$ cat config.mk
export PLATFORM = sky130hd
export DESIGN_NAME = serial_fa_ctrl_flat
export DESIGN_NICKNAME = d
export VERILOG_FILES = /design/src/rtl/serial_fa_ctrl_if.sv /design/src/rtl/serial_fa_ctrl.sv /design/src/flat_wrapper.sv
export SDC_FILE = /design/constraint.sdc
export NUM_CORES = 1
export LEC_CHECK = 0
export ABC_AREA = 1
export CAP_MARGIN = 30
export CORE_ASPECT_RATIO = 1.5
export CORE_MARGIN = 2
export CORE_UTILIZATION = 25
export CTS_CLUSTER_DIAMETER = 200
export DETAILED_ROUTE_END_ITERATION = 10
export SLEW_MARGIN = 20
export SYNTH_ARGS = -nofsm -noshare
export SYNTH_HDL_FRONTEND = slang
export SYNTH_SLANG_ARGS = --single-unit
$ cat constraint.sdc
create_clock -name clk -period 3.44 [get_ports clk]
set_input_delay 1.032 -clock clk [delete_from_list [all_inputs] [get_ports clk]]
set_output_delay 1.032 -clock clk [all_outputs]
set_load 0.05 [all_outputs]
$ cat src/rtl/serial_fa_ctrl_if.sv
// serial_fa_ctrl_if: host-side start/busy/done handshake and operand/result bus.
// ovf is present only when SERIAL_FA_OVF_EN is defined.
interface serial_fa_ctrl_if #(
  parameter int WIDTH = 8
);
  logic             start;
  logic [WIDTH-1:0] a;
  logic [WIDTH-1:0] b;
  logic             cin;
  logic             busy;
  logic             done;
  logic [WIDTH-1:0] sum;
  logic             cout;
`ifdef SERIAL_FA_OVF_EN
  logic             ovf;

  modport master (
    output start, a, b, cin,
    input  busy, done, sum, cout, ovf
  );

  modport slave (
    input  start, a, b, cin,
    output busy, done, sum, cout, ovf
  );
`else
  modport master (
    output start, a, b, cin,
    input  busy, done, sum, cout
  );

  modport slave (
    input  start, a, b, cin,
    output busy, done, sum, cout
  );
`endif
endinterface

$ cat src/rtl/serial_fa_ctrl.sv
// serial_fa_ctrl: bit-serial adder, one FA cell (two half adders), LSB first.
// Define SERIAL_FA_OVF_EN to add the two's-complement overflow output ovf.
module serial_fa_ctrl #(
  parameter int WIDTH = 8
) (
  input  logic           clk,
  input  logic           rst,
  serial_fa_ctrl_if.slave bus
);
  localparam int CW = (WIDTH > 1) ? $clog2(WIDTH) : 1;

  typedef enum logic [1:0] {
    IDLE,
    RUN,
    DONE
  } state_t;

  state_t           state;
  state_t           nxt;
  logic [WIDTH-1:0] a_sr;
  logic [WIDTH-1:0] b_sr;
  logic [WIDTH-1:0] acc;
  logic [WIDTH-1:0] sum_q;
  logic [CW-1:0]    cnt;
  logic             carry;
  logic             cout_q;
  logic             accept;
  logic             last;
  logic             h1_s;
  logic             h1_c;
  logic             fa_s;
  logic             fa_c;
`ifdef SERIAL_FA_OVF_EN
  logic             ovf_q;
`endif

  assign accept = (state == IDLE) && bus.start;
  assign last   = (cnt == CW'(WIDTH - 1));

  // full adder built from two half adders
  always_comb begin
    h1_s = a_sr[0] ^ b_sr[0];
    h1_c = a_sr[0] & b_sr[0];
    fa_s = h1_s ^ carry;
    fa_c = h1_c | (h1_s & carry);
  end

  always_ff @(posedge clk or posedge rst) begin
    if (rst) state <= IDLE;
    else     state <= nxt;
  end

  always_comb begin
    nxt = state;
    unique case (state)
      IDLE:    if (bus.start) nxt = RUN;
      RUN:     if (last) nxt = DONE;
      DONE:    nxt = IDLE;
      default: nxt = IDLE;
    endcase
  end

  always_ff @(posedge clk or posedge rst) begin
    if (rst) begin
      a_sr   <= '0;
      b_sr   <= '0;
      acc    <= '0;
      sum_q  <= '0;
      cnt    <= '0;
      carry  <= 1'b0;
      cout_q <= 1'b0;
`ifdef SERIAL_FA_OVF_EN
      ovf_q  <= 1'b0;
`endif
    end else if (accept) begin
      a_sr  <= bus.a;
      b_sr  <= bus.b;
      carry <= bus.cin;
      cnt   <= '0;
    end else if (state == RUN) begin
      a_sr  <= a_sr >> 1;
      b_sr  <= b_sr >> 1;
      acc   <= {fa_s, acc[WIDTH-1:1]};
      carry <= fa_c;
      cnt   <= cnt + CW'(1);
      // visible result only moves on the final bit
      if (last) begin
        sum_q  <= {fa_s, acc[WIDTH-1:1]};
        cout_q <= fa_c;
`ifdef SERIAL_FA_OVF_EN
        ovf_q  <= carry ^ fa_c;
`endif
      end
    end
  end

  assign bus.busy = (state == RUN);
  assign bus.done = (state == DONE);
  assign bus.sum  = sum_q;
  assign bus.cout = cout_q;
`ifdef SERIAL_FA_OVF_EN
  assign bus.ovf  = ovf_q;
`endif

endmodule

$ cat src/flat_wrapper.sv
// flat-port wrapper written by rule: the top's interface ports become plain ports
module serial_fa_ctrl_flat 
#(
  parameter int WIDTH = 8
)
  (clk, rst, bus_start, bus_a, bus_b, bus_cin, bus_busy, bus_done, bus_sum, bus_cout);
  serial_fa_ctrl_if #(.WIDTH(WIDTH)) bus_i ();
  input  logic clk;
  input  logic rst;
  input wire logic [$bits(bus_i.start)-1:0] bus_start;
  input wire logic [$bits(bus_i.a)-1:0] bus_a;
  input wire logic [$bits(bus_i.b)-1:0] bus_b;
  input wire logic [$bits(bus_i.cin)-1:0] bus_cin;
  output wire logic [$bits(bus_i.busy)-1:0] bus_busy;
  output wire logic [$bits(bus_i.done)-1:0] bus_done;
  output wire logic [$bits(bus_i.sum)-1:0] bus_sum;
  output wire logic [$bits(bus_i.cout)-1:0] bus_cout;
  assign bus_i.start = bus_start;
  assign bus_i.a = bus_a;
  assign bus_i.b = bus_b;
  assign bus_i.cin = bus_cin;
  assign bus_busy = bus_i.busy;
  assign bus_done = bus_i.done;
  assign bus_sum = bus_i.sum;
  assign bus_cout = bus_i.cout;
  serial_fa_ctrl #(.WIDTH(WIDTH)) u_core (.clk(clk), .rst(rst), .bus(bus_i));
endmodule
## After elaboration in Yosys (flattened, before gate mapping)

Cells that the tools add are included.

- Bits in latches: 0
- Word-level logic and storage cells: 37
- Input port bits: 20
- Bits in registers: 39
- Memory bits (read-only): 0
- Memories: 0
- RAM bits: 0

- Muxes and demuxes: 11
- Reduce and logical (&&, ||, !) cells: 6
- Eq/ne operators: 5
- $add $sub $neg: 1
- Shift-type cells: 0
- Order comparisons: 0
- Bitwise logic cells: 6
- Div/mod/pow operators: 0
- $mul: 0

Operator list:

| cell | count |
|---|---|
| two-way mux 8 bit | 4 |
| two-way mux 3 bit | 2 |
| two-way mux 2 bit | 2 |
| case mux 2 bit (2 select lines) | 1 |
| AND reduction 2 bit | 2 |
| adder 3 x 1 -> 3 bit (second input constant) | 1 |
| equality test 3 bit (second input constant) | 1 |
| AND reduction 3 bit | 1 |
| bitwise AND 1 bit | 2 |
| equality test 2 x 1 -> 1 bit (second input constant) | 1 |
| equality test 2 bit (second input constant) | 1 |
| zero test 2 bit | 1 |
| two-way mux 1 bit | 2 |
| inequality test 2 x 1 -> 1 bit (second input constant) | 1 |
| inequality test 2 bit (second input constant) | 1 |
| nonzero test 2 bit | 1 |
| XOR 1 bit | 2 |
| logical AND 1 bit | 1 |
| inverter 1 bit | 1 |
| bitwise OR 1 bit | 1 |

## Depth between registers and ports, before layout

- Word-level depth: 5
- Depth in mapped cells: 6
- Mapped depth without buffers: 6

## Least setup slack after synthesis

No wires, ideal clock.

- Kind: flip-flop to output port
- From: register u_core.state[1]
- To: output bus_done
- Arrival: 1108 ps
- Cell stages (with the launch flop): 3
- Slack: 1300 ps
- Required time: 2408 ps
- Cells stage by stage: dfrtp_1 inv_1 nor2_1

- Word-level cells in the longest chain between the ends: 1

Ends and longest elaborated chain:

| what | RTL line | RTL |
|---|---|---|
| start, declared | serial_fa_ctrl.sv:18 | `state_t state;` |
| start signal, assigned | serial_fa_ctrl.sv:50 | `else state <= nxt;` |
| equality test 2 bit | serial_fa_ctrl.sv:98 | `assign bus.done = (state == DONE);` |
| end, declared | flat_wrapper.sv:15 | `output wire logic [$bits(bus_i.done)-1:0] bus_done;` |

Every way passes these cells.

## Final worst setup path

Same ends and word-level chain as after synthesis.

==> flow_summary.json <==
{
  "worstSetupStartpointType": "flop",
  "final.min_clock_period_ps": 2770,
  "wire_per_inst_um": 11.7,
  "cp_data_required_time_ps": 2410,
  "drtIter0Drc": 101,
  "swShare_pct": 41.7,
  "ys_types": 15,
  "worst_pin_slew_ps": 906,
  "slew_headroom_pct": 39.4,
  "r2r_end": "u_core.bus.sum[3]$_DFFE_PP0P_",
  "fmax_mhz": 361,
  "port_buffers": 30,
  "first_global_vias": 1360,
  "antenna_left": 0,
  "clk_pin_slew_worst_paths_ps": 80,
  "die_area_sq_um": 7290,
  "crit_arrival_ps": 1740,
  "yosysSeqAreaShare_pct": 57.5,
  "wl_um": 3440,
  "switchingPower_mw": 0.753,
  "hpwlAfterDp_um": 2310,
  "worst-path-buf-inv": 2,
  "hold_buffers": 0,
  "grt.overflow.total": 0,
  "syn_nets": 209,
  "htree_levels": 2,
  "dr.pass1.iters": 4,
  "dr_total_vias": 1324,
  "maxSlewViolCount": 0,
  "grt_pass1_wl_um": 6200,
  "die_w_um": 70.4,
  "cap_violations": 0,
  "r2r_start": "u_core.state[1]$_DFFE_PP0P_",
  "ios": 31,
  "ys_warn_count": 0,
  "hold_path_end": "u_core.bus.sum[4]$_DFFE_PP0P_",
  "fin_util_pct": 32.8,
  "rows": 36,
  "initial_core_util_pct": 25.7,
  "gp_congestion": 0.766,
  "cts_resized": 0,
  "clock_latency_ps": 280,
  "fin_tns_setup_ps": 0,
  "grt_use_total_pct": 10.6,
  "synthCells": 186,
  "cpPeakStageDelay_ps": 820,
  "hold_violations": 0,
  "crit_family": "buffers and inverters",
  "grt_max_degree": 39,
  "ir_worst_vdd_uv": 343,
  "fin_crit_sh_pct": 80.6,
  "diodes": 0,
  "placeableCoreArea_sq_um": 6440,
  "cts_root_buf": "clkbuf_8",
  "run_status": "finished clean",
  "rsz0062_at_grt": "false",
  "min_from": "u_core.bus.sum[4]$_DFFE_PP0P_",
  "cp_cell_sequence": "inv_1, nor2_1, clkdlybuf4s50_1",
  "drc": 0,
  "p_int_mw": 1.05,
  "ys_ff_latch": 38,
  "skew_ps": 8.15,
  "place_ws_ps": 789,
  "finalSetupViolCount": 0,
  "avgSynthCellArea_sq_um": 8.89,
  "syn_area_sq_um": 1650,
  "place_area_sq_um": 2010,
  "p_per_area_nw_per_um2": 856,
  "crit_slowest_cell": "clkdlybuf4s50_1",
  "viasPerCell": 4.50,
  "reg2reg_depth": 6,
  "antenna_found_initial": 0,
  "cts_tree": "built",
  "final_nets": 240,
  "whs_path_depth": 2,
  "area_growth_pct": 27.8,
  "fin_ws_ps": 667,
  "path_class": "flop to output pin",
  "pwr-share-seq_pct": 40.4,
  "leakage_nw": 1.02,
  "worstSetupEndpointType": "output pin",
  "hp-class": "flop to flop",
  "die_y_um": 104,
  "combPwrFrac_pct": 42.3,
  "crit_path_max_fanout": 3,
  "final_area_sq_um": 2110,
  "cts_inserted_buffers": 5,
  "post-cts-setup-buffers": 0,
  "power_frac_clock_pct": 17.3,
  "cts.sinks": 38,
  "drive_gt1_share_pct": 6.88,
  "ctsLongestPathBuffers": 2,
  "rrSetupSlack_ps": 1870
}
placed cells by master, fill, tap and decap left out:
cell             netlist  layout
clkinv_2               0       1
clkdlybuf4s50_1        0      30
buf_4                  4       3
inv_1                  5       5
nand3_1               50      50
nor2_1                 3       3
o21ai_0                4       4
buf_6                  1       1
clkbuf_8               0       6
nand2_2                1       1
ha_1                   2       2
dfrtp_1               38      38
nand2_1               70      70
fa_1                   1       1
clkinvlp_4             0       1
nor2_4                 2       2
area by class of cell:
cell class                      count  area, sq um
Fill cell                         669         4330
Tap cell                           76         95.1
Inverter                            5         18.8
Sequential cell                    38          951
Multi-Input combinational cell    133          618
Clock buffer                        6         82.6
Timing Repair Buffer               34          334
Clock inverter                      2         12.5
power groups by stage:
stage	Combinational [mW]	Clock, mW	Sequential [mW]
after floorplan	0.431	0	0.877
after global placement	0.747	0	0.737
after detailed placement	0.767	0	0.739
after CTS	0.769	0.331	0.731
after global routing	0.863	0.352	0.756
final	0.765	0.313	0.730
worst reg2reg max path: cells and delay by family (launching register included):
family / cells / cell delay, ps
simple gates: 4 / 670
flops: 1 / 440
buf+inv: 2 / 400
cell usage after synthesis, drive strengths merged:
| cell | number | area (sq um) |
|---|---|---|
| ha | 2 | 25.0 |
| nor2 | 5 | 33.8 |
| dfrtp | 38 | 951 |
| o21ai | 4 | 20.0 |
| nand2 | 71 | 269 |
| inv | 5 | 18.8 |
| buf | 8 | 56.3 |
| fa | 1 | 20.0 |
| nand3 | 50 | 250 |
| clkbuf | 2 | 8.75 |
worst max-delay path by stage:
stage / startpoint / cells after the start / slack [ps] / end
final: u_core.state[1]$_DFFE_PP0P_ / 3 / 670 / bus_done
after global routing: u_core.state[1]$_DFFE_PP0P_ / 3 / 550 / bus_done
after CTS: u_core.state[1]$_DFFE_PP0P_ / 3 / 650 / bus_done
after detailed placement: bus_start / 5 / 790 / u_core.cnt[0]$_DFFE_PP0P_
after global placement: bus_start / 5 / 830 / u_core.cnt[0]$_DFFE_PP0P_
after floorplan: u_core.state[1]$_DFFE_PP0P_ / 2 / 1300 / bus_done
flip-flops by register name (all words and copies together), names as in the netlist:
signal / cells
u_core.a_sr: 8
u_core.b_sr: 8
u_core.bus.sum: 8
u_core.acc: 7
u_core.cnt: 3
u_core.state: 2
u_core.bus.cout: 1
u_core.carry: 1
stage by stage:
step,total power [mW],instances,hold slack (ps)
after detailed placement,1.51,285,458
after CTS,1.83,293,478
final,1.81,294,471
after floorplan,1.31,186,442
after global placement,1.48,285,453
after global routing,1.97,294,501
layer usage:
layer / wire length (um) / GRT usage (%) / part of all wire, %
met5: 0 / 0 / 0
met4: 57 / 3.71 / 1.7
met3: 132 / 2.92 / 3.8
met2: 1710 / 17.2 / 50
met1: 1540 / 13.4 / 45
kinds of logic (layout without fill, tap and decap cells):
| logic type | after synthesis | after routing | share of synthesized area [%] |
|---|---|---|---|
| buffers and inverters | 15 | 47 | 5.07 |
| and+or+nand+nor | 126 | 126 | 33.5 |
| adders and majority gates | 3 | 3 | 2.73 |
| AOI/OAI and AO/OA | 4 | 4 | 1.21 |
| DFF | 38 | 38 | 57.5 |
No activity file was read; power rests on OpenSTA's default activity.
